$ cat src/rtl/serial_sub_unit.sv
// Bit-serial subtractor: diff = sum - {0,a}, one bit per clock, LSB first.
// Optional underflow statistics counter behind SERIAL_SUB_STATS_EN.
module serial_sub_unit #(
    parameter int WIDTH = 3,
    parameter int CNT_W = 3
) (
    input  logic             clk,
    input  logic             rst_n,
    input  logic             in_valid,
    output logic             in_ready,
    input  logic [WIDTH:0]   sum,
    input  logic [WIDTH-1:0] a,
    output logic             out_valid,
    input  logic             out_ready,
    output logic [WIDTH:0]   diff,
    output logic             underflow
`ifdef SERIAL_SUB_STATS_EN
    ,
    output logic [7:0]       uf_count
`endif
);

    typedef enum logic [1:0] {
        IDLE  = 2'd0,
        SHIFT = 2'd1,
        DONE  = 2'd2
    } state_t;

    state_t           r_state;
    state_t           w_next;
    logic [WIDTH:0]   r_m;
    logic [WIDTH:0]   r_s;
    logic [WIDTH:0]   r_diff;
    logic             r_borrow;
    logic             r_underflow;
    logic [CNT_W-1:0] r_cnt;

    logic w_accept;
    logic w_last;
    logic w_release;
    logic w_d;
    logic w_borrow_nx;

    assign w_accept  = (r_state == IDLE) && in_valid;
    assign w_last    = (r_state == SHIFT) && (r_cnt == CNT_W'(WIDTH));
    assign w_release = (r_state == DONE) && out_ready;

    // One full-subtractor cell on the current LSBs
    assign w_d         = r_m[0] ^ r_s[0] ^ r_borrow;
    assign w_borrow_nx = (~r_m[0] & r_s[0])
                       | (~(r_m[0] ^ r_s[0]) & r_borrow);

    always_ff @(posedge clk or negedge rst_n) begin
        if (!rst_n) begin
            r_state <= IDLE;
        end else begin
            r_state <= w_next;
        end
    end

    always_comb begin
        w_next = r_state;
        case (r_state)
            IDLE:    if (in_valid)  w_next = SHIFT;
            SHIFT:   if (w_last)    w_next = DONE;
            DONE:    if (out_ready) w_next = IDLE;
            default: w_next = IDLE;
        endcase
    end

    always_comb begin
        in_ready  = 1'b0;
        out_valid = 1'b0;
        case (r_state)
            IDLE:    in_ready  = 1'b1;
            DONE:    out_valid = 1'b1;
            default: ;
        endcase
    end

    always_ff @(posedge clk or negedge rst_n) begin
        if (!rst_n) begin
            r_m         <= '0;
            r_s         <= '0;
            r_diff      <= '0;
            r_borrow    <= 1'b0;
            r_cnt       <= '0;
            r_underflow <= 1'b0;
        end else if (w_accept) begin
            r_m      <= sum;
            r_s      <= {1'b0, a};
            r_borrow <= 1'b0;
            r_cnt    <= '0;
        end else if (r_state == SHIFT) begin
            r_diff   <= {w_d, r_diff[WIDTH:1]};
            r_m      <= {1'b0, r_m[WIDTH:1]};
            r_s      <= {1'b0, r_s[WIDTH:1]};
            r_borrow <= w_borrow_nx;
            r_cnt    <= r_cnt + 1'b1;
            if (w_last) begin
                r_underflow <= w_borrow_nx;
            end
        end
    end

    assign diff      = r_diff;
    assign underflow = r_underflow;

`ifdef SERIAL_SUB_STATS_EN
    logic [7:0] r_uf_count;

    always_ff @(posedge clk or negedge rst_n) begin
        if (!rst_n) begin
            r_uf_count <= '0;
        end else if (w_release && r_underflow && (r_uf_count != 8'hFF)) begin
            r_uf_count <= r_uf_count + 8'd1;
        end
    end

    assign uf_count = r_uf_count;
`endif

endmodule
$ cat config.mk
export PLATFORM = sky130hd
export DESIGN_NAME = serial_sub_unit
export DESIGN_NICKNAME = d
export VERILOG_FILES = /design/src/rtl/serial_sub_unit.sv
export SDC_FILE = /design/constraint.sdc
export NUM_CORES = 1
export LEC_CHECK = 0
export CORE_MARGIN = 2
export CORE_UTILIZATION = 38
export DETAILED_ROUTE_END_ITERATION = 8
export GPL_ROUTABILITY_DRIVEN = 0
export PLACE_DENSITY_LB_ADDON = 0.2
export SYNTH_ARGS = -nofsm -noshare
export SYNTH_HDL_FRONTEND = slang
export SYNTH_SLANG_ARGS = --single-unit
$ cat constraint.sdc
create_clock -name clk -period 1.2 [get_ports clk]
set_input_delay 0.24 -clock clk [delete_from_list [all_inputs] [get_ports clk]]
set_output_delay 0.24 -clock clk [all_outputs]
set_load 0.005 [all_outputs]
==> results of run 1 <==
[worst paths after layout]
path	startpoint	to	cells past startpoint
max in group asynchronous	rst_n	r_cnt[0]	2
min in group clk	a[2]	r_s[2]	3
max reg2reg	r_state[1]	diff[0]	4
max	r_state[1]	diff[0]	4
min	rst_n	diff[2]	2
min reg2reg	r_m[3]	r_m[3]	2
[sequential cells by signal (all words and copies together) (netlist names)]
name and cells:
diff 4, r_m 4, r_cnt 3, r_s 3, r_state 2, r_borrow 1
underflow 1
[cells in the final DEF, fill, tap and decap left out, types with 2 or more instances in the layout]
cell,netlist,layout
dfrtp_1,18,18
o21ai_2,0,4
a21oi_1,6,5
mux2_4,1,4
buf_4,1,19
inv_1,6,2
nand2b_4,1,3
nor2_4,0,3
clkdlybuf4s15_1,0,3
dlygate4sd2_1,0,2
buf_2,1,2
inv_2,0,2
nand2_1,3,3
o22ai_1,10,4
buf_6,2,6
nor2b_2,0,2
o21ai_0,13,7
o21ai_1,0,2
clkdlybuf4s50_1,0,10
o22ai_2,0,6
clkbuf_4,0,3
[layout make-up]
class                   count  area (sq um)  share of cell area
multi-input cells          50         461.7              0.3382
clock buffers               3         22.52             0.01650
flip-flops and latches     18         450.4              0.3300
well taps                  27         33.78             0.02475
inverters                   6         28.78             0.02108
repair buffers             42         367.9              0.2695
[worst register-to-register path: cells and delay by family (launching register included)]
kind | cells | cell delay, ps
flip-flops | 1 | 410
AND/OR/NAND/NOR | 1 | 180
buffers and inverters | 2 | 270
multiplexers | 1 | 310
[metal layers]
layer / vias to the layer above / share of wire
met2: 19 / 0.49
met5: - / 0
met4: 0 / 0.019
met3: 4 / 0.036
li1: 358 / -
met1: 369 / 0.46
[what timing repair did]
item,in CTS,in global routing
pin swaps,1,5
gates cloned,1,0
hold endpoints to repair,0,0
setup buffers,8,6
setup endpoints to repair,12,25
gates resized for setup,24,37
[cells by family after synthesis]
group,count (synthesis)
AO/OA/AOI/OAI,30
flip-flops,18
AND/OR/NAND/NOR,12
buffers and inverters,10
multiplexers,4
adder cells (fa/ha/maj),3
[power groups by stage]
stage | clock, mW | sequential [mW] | combinational, mW
3_5_place_dp | 0 | 1.10 | 1.40
6_report | 0.282 | 1.09 | 2.21
3_3_place_gp | 0 | 1.08 | 1.36
4_1_cts | 0.294 | 1.06 | 1.66
2_1_floorplan | 0 | 1.06 | 0.861
5_1_grt | 0.326 | 1.11 | 2.38
[per-stage QoR]
stage	area, sq um	cells	setup slack, ps
finish	1365	146	-68.34
global route	1365	146	-103.7
CTS	1195	140	-167.1
detailed placement	1085	128	-149.2
global placement	1085	128	-113.6
floorplan	833.3	77	-25.71
==> flow_summary.json, run 1 <==
{
  "outcome": "finished with violations",
  "violations": "setup timing",
  "synth_most_common_cell": "dfrtp_1",
  "cp.arrival_ps": 1440,
  "seqPwrFrac": 0.305,
  "synth_top_area_share": 0.5405,
  "required_ps": 1370,
  "port_buffers": 17,
  "grt_antenna_before_repair": 0,
  "slowest_stage": "dfrtp_1",
  "numClockSinks": 18,
  "num_vias": 750,
  "post_drt_wl_per_cell_um": 14.55,
  "drc_errors": 0,
  "fin_util": 0.6751,
  "grt_use_met1": 0.2275,
  "die_h_um": 50.83,
  "netSwitchingFraction": 0.3628,
  "period_minus_slack_ps": 1268,
  "setup_tns_ps": -350.5,
  "p_leak_nw": 0.6081,
  "async_flop_share": 1.000,
  "synth-xor-area-share": 0,
  "finalWirelength_um": 2125,
  "path_buf_inv": 2,
  "grt_pass1_wl_um": 3167,
  "synthTopCellsByArea": "dfrtp_1, o21ai_0, o22ai_1",
  "path_delay_family": "flip-flops",
  "place_hpwl_um": 1303,
  "critPathLaunchType": "register",
  "crit_chain": "buf_6, buf_6, nand2b_4, mux2_4",
  "yosys-mux-area-fraction": 0.05856,
  "syn_to_final_growth_pct": 63.81,
  "p_int_mw": 2.282,
  "drive_above_1_share": 0.5042,
  "hold_viol_final": 0,
  "rsz0062_at_grt": "true",
  "ios": 18,
  "whs_ps": 285.3,
  "netlist_instances": 77,
  "busiest_layer": "met2",
  "grtUsageMet3": 0.02632,
  "antennaDiodeCount": 0,
  "initial_core_util": 0.4121,
  "synth_top_family_by_area": "compound AO/OA/AOI/OAI gates",
  "cts_buffers": 3,
  "drt-initial-drc-count": 14,
  "synth_seq_cells": 18,
  "grt_use_met2": 0.2654,
  "endpoint_kind": "register",
  "cts_hold_buffers": 0,
  "synth_compound_area_frac": 0.1982,
  "yosysWarnings": 0,
  "power_density_nw_per_um2": 2623,
  "core-area_sq_um": 2022,
  "synth_flop_cell": "dfrtp_1",
  "nets": 135,
  "drt-vias-per-instance": 5.137,
  "slew_violations": 0,
  "clk_pin_slew_ps": 90,
  "cp_common_cell": "buf_6",
  "htreeDepth": 1,
  "root_buffer": "clkbuf_4",
  "synth_edf_count": 0,
  "finalWorstSetupSlack_ps": -68.34,
  "syn_area_sq_um": 833.3,
  "post-route-period-util": 1.057,
  "power_frac_comb": 0.616,
  "crit_type": "reg -> reg",
  "r2r_slack_ps": -70,
  "switching_power_mw": 1.299,
  "p_total_mw": 3.581,
  "max_freq_ghz": 0.7884,
  "die_area_sq_um": 2584,
  "slowest_delay_ps": 410,
  "relSlewSlack": 0.7927,
  "path_max_fanout": 8,
  "grt.total_usage": 0.1647,
  "synth_simple_gate_area_frac": 0.07958,
  "hold_path.class": "in -> async",
  "grt-ovfl-total": 0,
  "drt-pass1-iter-count": 4,
  "synth_common_cells": "dfrtp_1, o21ai_0, o22ai_1",
  "worstSkewPairLatency_ps": 280,
  "dieWidth_um": 50.83,
  "synth_fp_nets": 91,
  "synthAdderAreaFrac": 0.05405,
  "tightest_slew_ps": 310.0,
  "grt_pass1_vias": 699,
  "seq_area_frac_synth": 0.5405,
  "grt_max_degree": 19,
  "maxCapViolations": 0,
  "clock_path_buffers": 2,
  "yosysTopAreaCell": "dfrtp_1",
  "synth_cell_types": 19,
  "rows": 16,
  "fill_cells": 161,
  "cts_tree": "done",
  "ant_nets": 0,
  "ir_drop_v": 0.001506,
  "setup_viol": 6,
  "syn_avg_cell_area_sq_um": 10.82,
  "pwr-share-clk": 0.079,
  "skew_ps": 1.943
}
No activity file was read; power rests on OpenSTA's default activity.
==> run 2: changes to the inputs <==
--- a/config.mk
+++ b/config.mk
@@ -10,6 +10,7 @@
 export DETAILED_ROUTE_END_ITERATION = 8
 export GPL_ROUTABILITY_DRIVEN = 0
 export PLACE_DENSITY_LB_ADDON = 0.2
+export SKIP_CTS_REPAIR_TIMING = 1
 export SYNTH_ARGS = -nofsm -noshare
 export SYNTH_HDL_FRONTEND = slang
 export SYNTH_SLANG_ARGS = --single-unit
==> flow_summary.json, run 2 (synthesis results as in run 1) <==
{
  "grt.total_usage": 0.1483,
  "max_freq_ghz": 0.7911,
  "power_frac_comb": 0.558,
  "rows": 16,
  "tightest_slew_ps": 250.2,
  "period_minus_slack_ps": 1264,
  "nets": 127,
  "final_cell_mix": "dfrtp_1, buf_4, clkdlybuf4s50_1, o21ai_0",
  "grt-ovfl-total": 0,
  "seq_area_sq_um": 450.4,
  "placed_cells": 128,
  "htreeDepth": 1,
  "post_drt_wl_per_cell_um": 14.17,
  "die_h_um": 50.83,
  "syn_to_final_growth_pct": 48.35,
  "final_cell_area_sq_um": 1236,
  "seqPwrFrac": 0.351,
  "root_buffer": "clkbuf_4",
  "initial_core_util": 0.4121,
  "ir_drop_v": 0.001277,
  "rsz0062_at_grt": "true",
  "p_int_mw": 2.009,
  "drt-initial-drc-count": 16,
  "skew_ps": 2.500,
  "worstSkewPairLatency_ps": 280,
  "ant_nets": 0,
  "numClockSinks": 18,
  "die_area_sq_um": 2584,
  "finalWorstSetupSlack_ps": -64.01,
  "clock_path_buffers": 2,
  "finalWirelength_um": 1955,
  "antennaDiodeCount": 0,
  "hold_path.class": "in -> async",
  "grt_max_degree": 19,
  "slew_violations": 0,
  "layout_commonest_cell": "dfrtp_1",
  "setup_viol": 3,
  "post-place-ws_ps": -149.2,
  "setup_tns_ps": -80.75,
  "num_vias": 702,
  "pwr-share-clk": 0.091,
  "drt-pass1-iter-count": 4,
  "grt_pass1_vias": 629,
  "grt_antenna_before_repair": 0,
  "fin_util": 0.6114,
  "critPathLaunchType": "register",
  "final_cells": 138,
  "crit_type": "reg -> reg",
  "fill_cells": 184,
  "endpoint_kind": "register",
  "drc_errors": 0,
  "cp.arrival_ps": 1440,
  "dieWidth_um": 50.83,
  "cts_buffers": 3,
  "post-route-period-util": 1.053,
  "cts_tree": "done",
  "required_ps": 1380,
  "path_max_fanout": 2,
  "switching_power_mw": 1.103,
  "clk_pin_slew_ps": 90,
  "maxCapViolations": 0,
  "core-area_sq_um": 2022,
  "relSlewSlack": 0.8322,
  "power_density_nw_per_um2": 2517,
  "hold_viol_final": 0,
  "ios": 18,
  "p_leak_nw": 0.5993,
  "netSwitchingFraction": 0.3546,
  "placed_cell_area_sq_um": 1085,
  "violations": "setup timing",
  "drt-vias-per-instance": 5.087,
  "outcome": "finished with violations",
  "drive_above_1_share": 0.3694,
  "place_hpwl_um": 1303,
  "reg2reg_depth": 3,
  "multiInputGateArea_sq_um": 395.4,
  "grt_pass1_wl_um": 2842,
  "port_buffers": 17
}
[run 2: cell count changes in the layout (fill, tap and decap cells not counted), moves of 3 or more]
cell             change
buf_6                -5
clkdlybuf4s15_1      -3
dlymetal6s2s_1       +5
nor2_4               -3
[run 2: worst paths after layout]
check / startpoint / endpoint / slack, ps
worst min-delay path: rst_n / diff[2] / 280
min in group clk: a[2] / r_s[2] / 510
worst max register to register: r_s[0] / diff[3] / -60
worst max-delay path: r_s[0] / diff[3] / -60
worst min register to register: diff[0] / diff[0] / 530
max in group asynchronous: rst_n / r_cnt[0] / 720
[run 2: critical path, cell delays in order (launching register included)]
cell,delay [ps]
dfrtp_1,380
inv_2,50
fa_1,460
mux2_4,270
[run 2: cell type report]
cell class	instances	area share
flip-flops and latches	18	0.3644
multi-input cells	49	0.3198
repair buffers	35	0.2520
well taps	27	0.02733
clock buffers	3	0.01822
inverters	6	0.01822
[run 2: through the flow]
step           total power [mW]  hold WS (ps)
2_1_floorplan             1.918        -55.59
5_1_grt                   3.356         293.1
3_5_place_dp              2.497         489.4
4_1_cts                   2.784         283.0
3_3_place_gp              2.435         468.4
6_report                  3.112         281.8
[run 2: power groups by stage]
stage / Combinational [mW] / Clock (mW) / Sequential (mW)
floorplan: 0.861 / 0 / 1.06
global placement: 1.36 / 0 / 1.08
detailed placement: 1.40 / 0 / 1.10
CTS: 1.41 / 0.294 / 1.08
global route: 1.90 / 0.328 / 1.12
finish: 1.74 / 0.283 / 1.09
[run 2: metal layers]
metal,wire (um),track usage,share of wire,vias up
met3,90,0.03509,0.046,2
met4,7,0.04054,0.0036,0
li1,-,-,-,340
met2,972,0.2325,0.50,22
met1,885,0.2065,0.45,338
met5,0,0,0,-
